==> config.mk <==
export PLATFORM = sky130hd
export DESIGN_NAME = rle_encoder_transmitter
export DESIGN_NICKNAME = d
export VERILOG_FILES = /design/src/rtl/rle_encoder_transmitter_pkg.sv /design/src/rtl/rle_encoder_transmitter_packer.sv /design/src/rtl/rle_encoder_transmitter.sv
export SDC_FILE = /design/constraint.sdc
export NUM_CORES = 1
export LEC_CHECK = 0
export CORE_MARGIN = 2
export CORE_UTILIZATION = 35
export DETAILED_ROUTE_END_ITERATION = 10
export HOLD_SLACK_MARGIN = 0.08
export PLACE_DENSITY_LB_ADDON = 0.08
export SETUP_SLACK_MARGIN = 0.15
export SLEW_MARGIN = 10
export SYNTH_ARGS = -nofsm -noshare
export SYNTH_HDL_FRONTEND = slang
export SYNTH_SLANG_ARGS = --single-unit
==> constraint.sdc <==
create_clock -name CLK -period 4.8 [get_ports CLK]
set_input_delay 1.2 -clock CLK [delete_from_list [all_inputs] [get_ports CLK]]
set_output_delay 1.2 -clock CLK [all_outputs]
set_load 0.05 [all_outputs]
==> src/rtl/rle_encoder_transmitter_pkg.sv <==
// rle_encoder_transmitter_pkg: shared types, constants and helpers for the RLE transmit path.
// Holds the bus width, the FSM state encoding, the fallback packet size, the header word layout
// and the packet-size helpers used by the encoder and its packer.
package rle_encoder_transmitter_pkg;

    localparam int         BUS_WIDTH   = 32;
    localparam logic [5:0] LEGAL_PSIZE = 6'd8;

    typedef enum logic [3:0] {
        S_IDLE, S_HDR_P, S_HDR_R, S_FETCH, S_WAIT, S_SCAN, S_ENDR, S_NROW, S_FLUSH, S_DONE
    } state_t;

    // Anything outside {4,8,16,32} falls back to 8-bit packets.
    function automatic logic [5:0] legal_psize(input logic [5:0] p);
        return (p == 6'd4 || p == 6'd8 || p == 6'd16 || p == 6'd32) ? p : LEGAL_PSIZE;
    endfunction

    // Largest run a (p-1)-bit run field can hold: 2^(p-1)-1.
    function automatic logic [30:0] run_max(input logic [5:0] p);
        return 31'h7FFF_FFFF >> (6'd32 - p);
    endfunction

    function automatic logic [BUS_WIDTH-1:0] hdr_psize(input logic [5:0] p);
        return {26'b0, p};
    endfunction

    function automatic logic [BUS_WIDTH-1:0] hdr_rows(input logic [15:0] r);
        return {16'b0, r};
    endfunction

endpackage

==> src/rtl/rle_encoder_transmitter_packer.sv <==
// rle_encoder_transmitter_packer: packs {ind, run} packets MSB-first into 32-bit bus words.
// Ports: CLK/RST clock and sync reset; i_push/i_ind/i_run/i_psize push one packet of i_psize bits;
// i_load/i_word offer a complete word directly (headers); i_ack consumes the offered word;
// o_word/o_valid the offered word, held until acknowledged. The caller must not push while o_valid.
module rle_encoder_transmitter_packer
    import rle_encoder_transmitter_pkg::*;
(
    input  logic                 CLK,
    input  logic                 RST,
    input  logic                 i_push,
    input  logic                 i_ind,
    input  logic [30:0]          i_run,
    input  logic [5:0]           i_psize,
    input  logic                 i_load,
    input  logic [BUS_WIDTH-1:0] i_word,
    input  logic                 i_ack,
    output logic [BUS_WIDTH-1:0] o_word,
    output logic                 o_valid
);

    logic [BUS_WIDTH-1:0] r_acc;
    logic [5:0]           r_fill;
    logic [BUS_WIDTH-1:0] w_pkt;
    logic [BUS_WIDTH-1:0] w_shift;
    logic [6:0]           w_fill;

    always_comb begin
        w_pkt   = ({31'b0, i_ind} << (i_psize - 6'd1)) | {1'b0, i_run};
        w_shift = (r_acc << i_psize) | w_pkt;
        w_fill  = {1'b0, r_fill} + {1'b0, i_psize};
    end

    always_ff @(posedge CLK) begin
        if (RST) begin
            r_acc   <= '0;
            r_fill  <= '0;
            o_word  <= '0;
            o_valid <= 1'b0;
        end else if (i_load) begin
            o_word  <= i_word;
            o_valid <= 1'b1;
        end else if (o_valid && i_ack) begin
            o_word  <= '0;
            o_valid <= 1'b0;
        end else if (i_push) begin
            // The packet that completes the word moves it straight to the bus register.
            if (w_fill == 7'(BUS_WIDTH)) begin
                o_word  <= w_shift;
                o_valid <= 1'b1;
                r_acc   <= '0;
                r_fill  <= '0;
            end else begin
                r_acc  <= w_shift;
                r_fill <= w_fill[5:0];
            end
        end
    end

endmodule

==> src/rtl/rle_encoder_transmitter.sv <==
// rle_encoder_transmitter: reads result rows from RAM, run-length encodes them MSB-first and streams
// 32-bit words: packet size, row count, then {indication, run} packets padded to a full final word.
// Ports: CLK/RST clock and sync reset; Start/Packet_Size/Row_Count/Row_Length/Start_Address job setup;
// RAM_Read_En/RAM_Address/RAM_Data RAM read port (1-cycle latency); CPU_Bus/Word_Valid/CPU_Ack word
// handshake; Busy job in progress; Done_Sending one-cycle pulse after the last word transfers.
module rle_encoder_transmitter
    import rle_encoder_transmitter_pkg::*;
#(
    parameter int ADDRESS_WIDTH = 13,
    parameter int DATA_WIDTH    = 64
) (
    input  logic                     CLK,
    input  logic                     RST,
    input  logic                     Start,
    input  logic [5:0]               Packet_Size,
    input  logic [15:0]              Row_Count,
    input  logic [11:0]              Row_Length,
    input  logic [ADDRESS_WIDTH-1:0] Start_Address,
    output logic                     RAM_Read_En,
    output logic [ADDRESS_WIDTH-1:0] RAM_Address,
    input  logic [DATA_WIDTH-1:0]    RAM_Data,
    output logic [BUS_WIDTH-1:0]     CPU_Bus,
    output logic                     Word_Valid,
    input  logic                     CPU_Ack,
    output logic                     Busy,
    output logic                     Done_Sending
);

    localparam int BW = $clog2(DATA_WIDTH);

    state_t                   r_state;
    logic [5:0]               r_psize;
    logic [15:0]              r_rows;
    logic [11:0]              r_len;
    logic [15:0]              r_row;
    logic [11:0]              r_elem;
    logic [ADDRESS_WIDTH-1:0] r_addr;
    logic [DATA_WIDTH-1:0]    r_data;
    logic [BW-1:0]            r_bit;
    logic [30:0]              r_run;
    logic                     r_cur;
    logic                     r_pend;
    logic                     r_padded;
    logic                     r_ren;
    logic                     r_busy;
    logic                     r_done;

    logic                 w_xfer;
    logic                 w_match;
    logic                 w_sat;
    logic                 w_load;
    logic                 w_push;
    logic                 w_ind;
    logic [30:0]          w_run;
    logic [BUS_WIDTH-1:0] w_word;

    assign RAM_Read_En  = r_ren;
    assign RAM_Address  = r_addr;
    assign Busy         = r_busy;
    assign Done_Sending = r_done;

    always_comb begin
        w_xfer  = Word_Valid && CPU_Ack;
        w_match = r_data[DATA_WIDTH-1] == r_cur;
        w_sat   = r_run == run_max(r_psize);
        w_load  = (r_state == S_IDLE && Start) || (r_state == S_HDR_P && w_xfer);
        w_word  = (r_state == S_IDLE) ? hdr_psize(legal_psize(Packet_Size)) : hdr_rows(r_rows);
        // SCAN emits instead of consuming on a pending zero run, a bit change or a saturated run.
        w_push  = !Word_Valid && ((r_state == S_SCAN && (r_pend || !w_match || w_sat)) ||
                                  r_state == S_ENDR || r_state == S_FLUSH);
        w_ind   = (r_state == S_FLUSH) ? ~r_row[0] : r_row[0];
        w_run   = (r_state == S_FLUSH || r_pend) ? '0 : r_run;
    end

    rle_encoder_transmitter_packer u_packer (
        .CLK     (CLK),
        .RST     (RST),
        .i_push  (w_push),
        .i_ind   (w_ind),
        .i_run   (w_run),
        .i_psize (r_psize),
        .i_load  (w_load),
        .i_word  (w_word),
        .i_ack   (CPU_Ack),
        .o_word  (CPU_Bus),
        .o_valid (Word_Valid)
    );

    always_ff @(posedge CLK) begin
        if (RST) begin
            r_state  <= S_IDLE;
            r_psize  <= '0;
            r_rows   <= '0;
            r_len    <= '0;
            r_row    <= '0;
            r_elem   <= '0;
            r_addr   <= '0;
            r_data   <= '0;
            r_bit    <= '0;
            r_run    <= '0;
            r_cur    <= 1'b0;
            r_pend   <= 1'b0;
            r_padded <= 1'b0;
            r_ren    <= 1'b0;
            r_busy   <= 1'b0;
            r_done   <= 1'b0;
        end else begin
            case (r_state)
                S_IDLE: if (Start) begin
                    r_psize  <= legal_psize(Packet_Size);
                    r_rows   <= Row_Count;
                    r_len    <= Row_Length;
                    r_addr   <= Start_Address;
                    r_row    <= '0;
                    r_elem   <= '0;
                    r_bit    <= '0;
                    r_run    <= '0;
                    // Row r's first run counts bit value ~r[0]; row 0 starts on ones.
                    r_cur    <= 1'b1;
                    r_pend   <= 1'b0;
                    r_padded <= 1'b0;
                    r_busy   <= 1'b1;
                    r_state  <= S_HDR_P;
                end
                S_HDR_P: if (w_xfer) r_state <= S_HDR_R;
                S_HDR_R: if (w_xfer) begin
                    r_ren   <= 1'b1;
                    r_state <= S_FETCH;
                end
                S_FETCH: begin
                    r_ren   <= 1'b0;
                    r_state <= S_WAIT;
                end
                S_WAIT: begin
                    r_data  <= RAM_Data;
                    r_addr  <= r_addr + ADDRESS_WIDTH'(1);
                    r_state <= S_SCAN;
                end
                S_SCAN: if (!Word_Valid) begin
                    if (r_pend)
                        r_pend <= 1'b0;
                    else if (!w_match) begin
                        r_cur <= ~r_cur;
                        r_run <= '0;
                    end else if (w_sat) begin
                        // Saturated run: M goes out now, the zero-length opposite run next cycle.
                        r_pend <= 1'b1;
                        r_run  <= '0;
                    end else begin
                        r_run  <= r_run + 31'd1;
                        r_data <= r_data << 1;
                        r_bit  <= r_bit + BW'(1);
                        if (r_bit == BW'(DATA_WIDTH - 1)) begin
                            if (r_elem == r_len - 12'd1)
                                r_state <= S_ENDR;
                            else begin
                                r_elem  <= r_elem + 12'd1;
                                r_ren   <= 1'b1;
                                r_state <= S_FETCH;
                            end
                        end
                    end
                end
                S_ENDR: if (!Word_Valid) r_state <= S_NROW;
                // Waiting here keeps the next row's RAM read behind a pending full word.
                S_NROW: if (r_row == r_rows - 16'd1)
                    r_state <= S_FLUSH;
                else if (!Word_Valid) begin
                    r_row   <= r_row + 16'd1;
                    r_cur   <= r_row[0];
                    r_run   <= '0;
                    r_elem  <= '0;
                    r_ren   <= 1'b1;
                    r_state <= S_FETCH;
                end
                // Pad until the word fills; at least one pad even if the last data word was exactly full.
                S_FLUSH: if (!Word_Valid)
                    r_padded <= 1'b1;
                else if (r_padded && CPU_Ack) begin
                    r_busy  <= 1'b0;
                    r_done  <= 1'b1;
                    r_state <= S_DONE;
                end
                S_DONE: begin
                    r_done  <= 1'b0;
                    r_state <= S_IDLE;
                end
                default: r_state <= S_IDLE;
            endcase
        end
    end

endmodule

* Word level (Yosys, flattened, before mapping)
Index checks and enable logic that the tools add are counted.
W data, S select, Z words.
** Storage, ports and cells
- Register bits after elaboration :: 257
- Bits of input ports :: 115
- Output and inout bits :: 49
- Word-level logic and storage cells :: 213
** Operators by class
- Add/subtract/negate cells :: 10
- Eq/ne operators :: 36
- Shift-type cells :: 3
- Muxes and demuxes :: 94
- Bitwise operators :: 6
- Reduce and logical (&&, ||, !) cells :: 44
** Operator list (number)
- $mux W64 :: 4
- $mux W31 :: 8
- $mux W32 :: 5
- $pmux W64 S2 :: 1
- $mux W12 :: 9
- $pmux W31 S3 :: 1
- $mux W16 :: 4
- $mux W4 :: 13
- $mux W6 :: 7
- $pmux W12 S3 :: 1
- $pmux W4 S9 :: 1
- $or A32 B31 Y32 :: 1
- $or A32 B32 Y32 :: 1
- $pmux W16 S2 :: 1
- $shl A1 B6 Y32 :: 1
- $shl A32 B6 Y32 :: 1
- $add A31 B1 Y31 const B :: 1
- $eq A31 B31 Y1 :: 1
- $shr A31 B6 Y31 const A :: 1
- $mux W1 :: 29
- $ne A2 B2 Y1 const B :: 13
- $pmux W13 S2 :: 1
- $reduce_and A10 Y1 :: 2
- $add A16 B1 Y16 const B :: 1
- 43 further kinds :: 85

* Depth between registers and ports, before layout
- Depth after elaboration :: 11
- Depth in mapped cells :: 21
- Gate-level depth less buffers :: 14

* By module
From an unflattened synthesis, not the netlist that was laid out.
** Unflattened totals
- Cells, all modules :: 2069
- Area, all modules :: 16642.2 um^2
** By module, submodules not included
- rle_encoder_transmitter :: instances 1, cells each 1431, area each 10884.2 um^2, sequential area each 3723.6 um^2
- rle_encoder_transmitter_packer :: instances 1, cells each 638, area each 5758.0 um^2, sequential area each 1421.4 um^2

* Least setup slack after synthesis
OpenSTA, ideal clock, no wires.
- Kind :: reg2reg
- From :: reg r_psize[0]
- To :: reg r_run[28]
- Library setup time :: 115 ps
- Arrival time :: 4946 ps
- Required time :: 4685 ps
- Slack :: -260 ps
- Cell stages (with the launch flop) :: 20
- Path buffers :: 6
- Clock period less this slack :: 5060 ps
- Path through :: dfxtp_1 -> clkbuf_2 -> buf_1 -> buf_1 -> clkbuf_1 -> inv_1 -> ha_1 -> inv_1 -> ha_1 -> clkbuf_1 -> nor2b_1 -> nand3_1 -> a211oi_1 -> a31oi_1 -> nor3_1 -> and2_1 -> a21o_1 -> a2bb2oi_2 -> buf_6 -> nor2_1
** On the way
- Cells in the longest elaborated chain, start to end :: 8
** Ends and longest elaborated chain
- start, declared :: RTL line rle_encoder_transmitter.sv:32 : logic [5:0] r_psize;
- start signal, assigned :: RTL line rle_encoder_transmitter.sv:110 : r_psize <= legal_psize(Packet_Size);
- $sub A6 B6 Y6 :: RTL line rle_encoder_transmitter_pkg.sv:20 : return 31'h7FFF_FFFF >> (6'd32 - p);
- $shr A31 B6 Y31 :: RTL line rle_encoder_transmitter_pkg.sv:20
- $eq A31 B31 Y1 :: RTL line rle_encoder_transmitter.sv:65 : w_sat = r_run == run_max(r_psize);
- $mux W31 :: RTL line rle_encoder_transmitter.sv:145 : end else if (w_sat) begin
- $mux W31 :: RTL line rle_encoder_transmitter.sv:142 : else if (!w_match) begin
- $mux W31 :: RTL line rle_encoder_transmitter.sv:140 : if (r_pend)
- $mux W31 :: RTL line rle_encoder_transmitter.sv:139 : S_SCAN: if (!Word_Valid) begin
- $pmux W31 S3 :: RTL line rle_encoder_transmitter.sv:108 : case (r_state)
- end signal, assigned :: RTL line rle_encoder_transmitter.sv:150 : r_run <= r_run + 31'd1;
- end, declared :: RTL line rle_encoder_transmitter.sv:40 : logic [30:0] r_run;
No other way between the ends. The select of a mux whose other input is x is not followed.
A chain may end at the register's enable or synchronous reset.

* Final worst setup path
- From :: reg r_psize[0]
- To :: reg r_data[33]
** On the way
- Cells in the longest elaborated chain, start to end :: 5
** Ends and longest elaborated chain
- $sub A6 B6 Y6 :: RTL line rle_encoder_transmitter_pkg.sv:20
- $shr A31 B6 Y31 :: RTL line rle_encoder_transmitter_pkg.sv:20
- $eq A31 B31 Y1 :: RTL line rle_encoder_transmitter.sv:65
- $ne A2 B2 Y1 (no source line)
- $reduce_and A5 Y1 (no source line)
- end signal, assigned :: RTL line rle_encoder_transmitter.sv:135 : r_data <= RAM_Data;
- end signal, assigned :: RTL line rle_encoder_transmitter.sv:151 : r_data <= r_data << 1;
- end, declared :: RTL line rle_encoder_transmitter.sv:38 : logic [DATA_WIDTH-1:0] r_data;
No other way between the ends.

==> metrics.cfg <==
[outcome]
status=finished clean

[worst_setup_path]
crit_family=compound AO/OA/AOI/OAI gates
end_kind=flip-flop
slowest_stage=ha_1
criticalPathCategory=flip-flop to flip-flop
timing.rr.end=r_data[33]
reg2reg_from=r_psize[0]
max_stage_delay_ns=0.53
crit_arrival_ns=4.77
startpoint_type=flip-flop
r2r_setup_slack_ns=0.47
crit_path_end=r_data[33]
crit_buf_inv=5
crit_cells=16
r2r_cells=16
critPathLaunch=r_psize[0]
cp_max_fo=39
required_ns=5.24
crit_chain=inv_1 -> ha_1 -> inv_1 -> ha_1 -> nor2b_1 -> buf_4 -> or3_1 -> a2111oi_2 -> o31ai_1 -> nor4_4 -> buf_4 -> nand2_1 -> o21ai_4 -> o21ai_4 -> buf_12 -> a311oi_1

[final_layout]
n_antenna_cell=0
area_growth_pct=20.2
final_common_cell=dfxtp_1
final_cell_area_um2=19300
drive_gt1_frac=0.0930
nets=2219
layout.cells.non_filler=2708
final_cell_mix=256 x dfxtp_1, 240 x nand2_1, 192 x nor2_1
final_core_util=0.426

[synth]
ys.flop_type=dfxtp_1
synth_xor_area_frac=0.0507
yosysTopAreaCellShare=0.320
syn_avg_cell_area_um2=8.04
synthesis.area_um2=16100
synth_edf_count=0
ys_ff_latch=257
synthMuxAreaShare=0.109
synth.distinct_cells=83
synthAdderAreaFrac=0.0160
synth_top_family_by_area=simple AND/OR/NAND/NOR gates
synth_compound_area_frac=0.201
synth_nets=2135
async_reset_ff_frac=0
yosys_warnings=0
syn_inst=2000
ys_seq_area_frac=0.320
yosys.area.top_type=dfxtp_1
yosys.area_share.simple=0.249
synth_area_leaders=dfxtp_1 32%, nand2_1 5.6%, mux2i_1 5.6%, a21oi_1 4.9%, nor2_1 4.5%

[timing]
rsz0062_at_grt=no
tightest_slew_ns=1.10
setup_viol=0
clock_skew_ns=0.0188
max_freq_mhz=231
drv_slew=0
fin_ws_ns=0.470
tns_ns=0
holdWs_ns=0.470
max_slew_margin=0.268
period_share=0.902
final_hold_viol_count=0
layout_min_cycle_time_ns=4.33

[power]
net-switching-power_mw=3.46
powerDensity_nw_per_um2=455
p_int_mw=5.34
leakage_nw=7.09
p_seq_frac=0.329
power_frac_comb=0.381
p_clk_frac=0.290
total_power_mw=8.80
irDropWorstVdd_uv=273
p_sw_frac=0.393

[placed_design]
place_area_um2=18200
hpwl_mm=40.1
dp_slack_ns=0.555
gp_congestion=0.946
port_buffers=163
dp.cells=2648

[detailed_routing]
dr.max_layer_used=met5
drc=0
first_pass_iters=5
vias=15600
final_antenna_net_count=0
wl_met1_mm=26.0
wire_per_inst_um=20.7
dr_wl_met2_mm=24.8
vias_per_cell=5.76
dr.first_iter.drc_count=1430
wl_met3_mm=3.42
drt_wl_total_mm=55.9

[global_route]
groute.usage.overall=0.232
grt_pass1_vias=15100
grt_pass1_wl_mm=87.6
grt_antenna_before_repair=1
grt_start_max_net_pins=92
grt_overflow=0

[floorplanning]
die-width_um=218
core_um2=45400
die_y_um=218
std_cell_rows=78
num_io_pins=164
start_util=0.354
die-area_um2=47700

[cts]
clockBufferDepth=3
cts_setup_buffers=0
clk_latency_ns=0.55
ctsResizeCount=0
cts_tree=built
cts_num_sinks=257
hold_buffers=0
clk_pin_slew_ns=0.06
htreeDepth=2
cts_buffers=34
cts_root_buf=clkbuf_16

[run]
maxCapViolations=0

[worst_hold_path]
hold_path_class=flip-flop to flip-flop

==> sequential cells by signal, summed over array words and instances, names as in the netlist <==
signal,cells
r_bit,6
u_packer.r_acc,32
Busy,1
r_pend,1
r_state,4
RAM_Read_En,1
r_len,12
r_row,16
u_packer.r_fill,6
Done_Sending,1
r_data,64
r_cur,1
r_padded,1
r_rows,16
u_packer.o_word,32
r_run,31
u_packer.o_valid,1
r_elem,12
RAM_Address,13
r_psize,6
==> logic make-up (layout without fill, tap and decap cells) <==
logic type / Yosys count / in the layout
AND/OR/NAND/NOR: 825 / 825
AO/OA/AOI/OAI: 463 / 463
flip-flops: 257 / 257
buffers and inverters: 207 / 315
multiplexers: 135 / 135
XOR/XNOR: 93 / 93
adder cells (fa/ha/maj): 20 / 20
==> final cells by class <==
| class | instances | area, um^2 |
|---|---|---|
| flip-flops and latches | 257 | 5150 |
| well taps | 600 | 751 |
| clock inverters | 7 | 86.3 |
| clock buffers | 53 | 1020 |
| inverters | 40 | 150 |
| multi-input cells | 1536 | 10100 |
| fillers | 4603 | 26100 |
| repair buffers | 215 | 2070 |
==> metal layers <==
| metal | GRT usage | up-vias |
|---|---|---|
| met5 | 0 | - |
| met4 | 0.0844 | 2 |
| met3 | 0.0444 | 91 |
| met2 | 0.363 | 441 |
| met1 | 0.317 | 7517 |
| li1 | - | 7541 |
==> worst register-to-register path: stages (launching register included) <==
cell,delay [ns]
dfxtp_2,0.36
inv_1,0.17
ha_1,0.24
inv_1,0.08
ha_1,0.53
nor2b_1,0.10
buf_4,0.17
or3_1,0.33
a2111oi_2,0.36
o31ai_1,0.20
nor4_4,0.33
buf_4,0.19
nand2_1,0.13
o21ai_4,0.21
o21ai_4,0.23
buf_12,0.29
a311oi_1,0.30
==> worst min path at each step <==
stage / cells past startpoint / end / startpoint / slack [ns]
2_1_floorplan: 2 / u_packer.r_acc[31] / u_packer.r_acc[31] / 0.44
3_3_place_gp: 2 / r_cur / r_cur / 0.45
3_5_place_dp: 2 / u_packer.r_acc[31] / u_packer.r_acc[31] / 0.46
4_1_cts: 2 / u_packer.r_acc[31] / u_packer.r_acc[31] / 0.47
5_1_grt: 2 / u_packer.r_acc[31] / u_packer.r_acc[31] / 0.49
6_report: 2 / u_packer.r_acc[31] / u_packer.r_acc[31] / 0.47
==> power by group through the flow <==
stage | clock, mW | combinational, mW | sequential, mW
global route | 2.71 | 3.68 | 2.95
floorplan | 0 | 2.16 | 3.08
CTS | 2.63 | 3.35 | 2.89
detailed placement | 0 | 3.34 | 2.93
finish | 2.56 | 3.35 | 2.89
global placement | 0 | 3.30 | 2.93
==> cells in the mapped netlist, drive strengths merged (37+ instances only) <==
master,n
nor3,111
nand3,77
nand2,241
dfxtp,257
buf,38
a21oi,157
a311oi,67
inv,37
xnor2,56
clkbuf,129
mux2i,90
nor2,194
o21ai,51
xor2,37
Power figures use the tool's default switching activity.
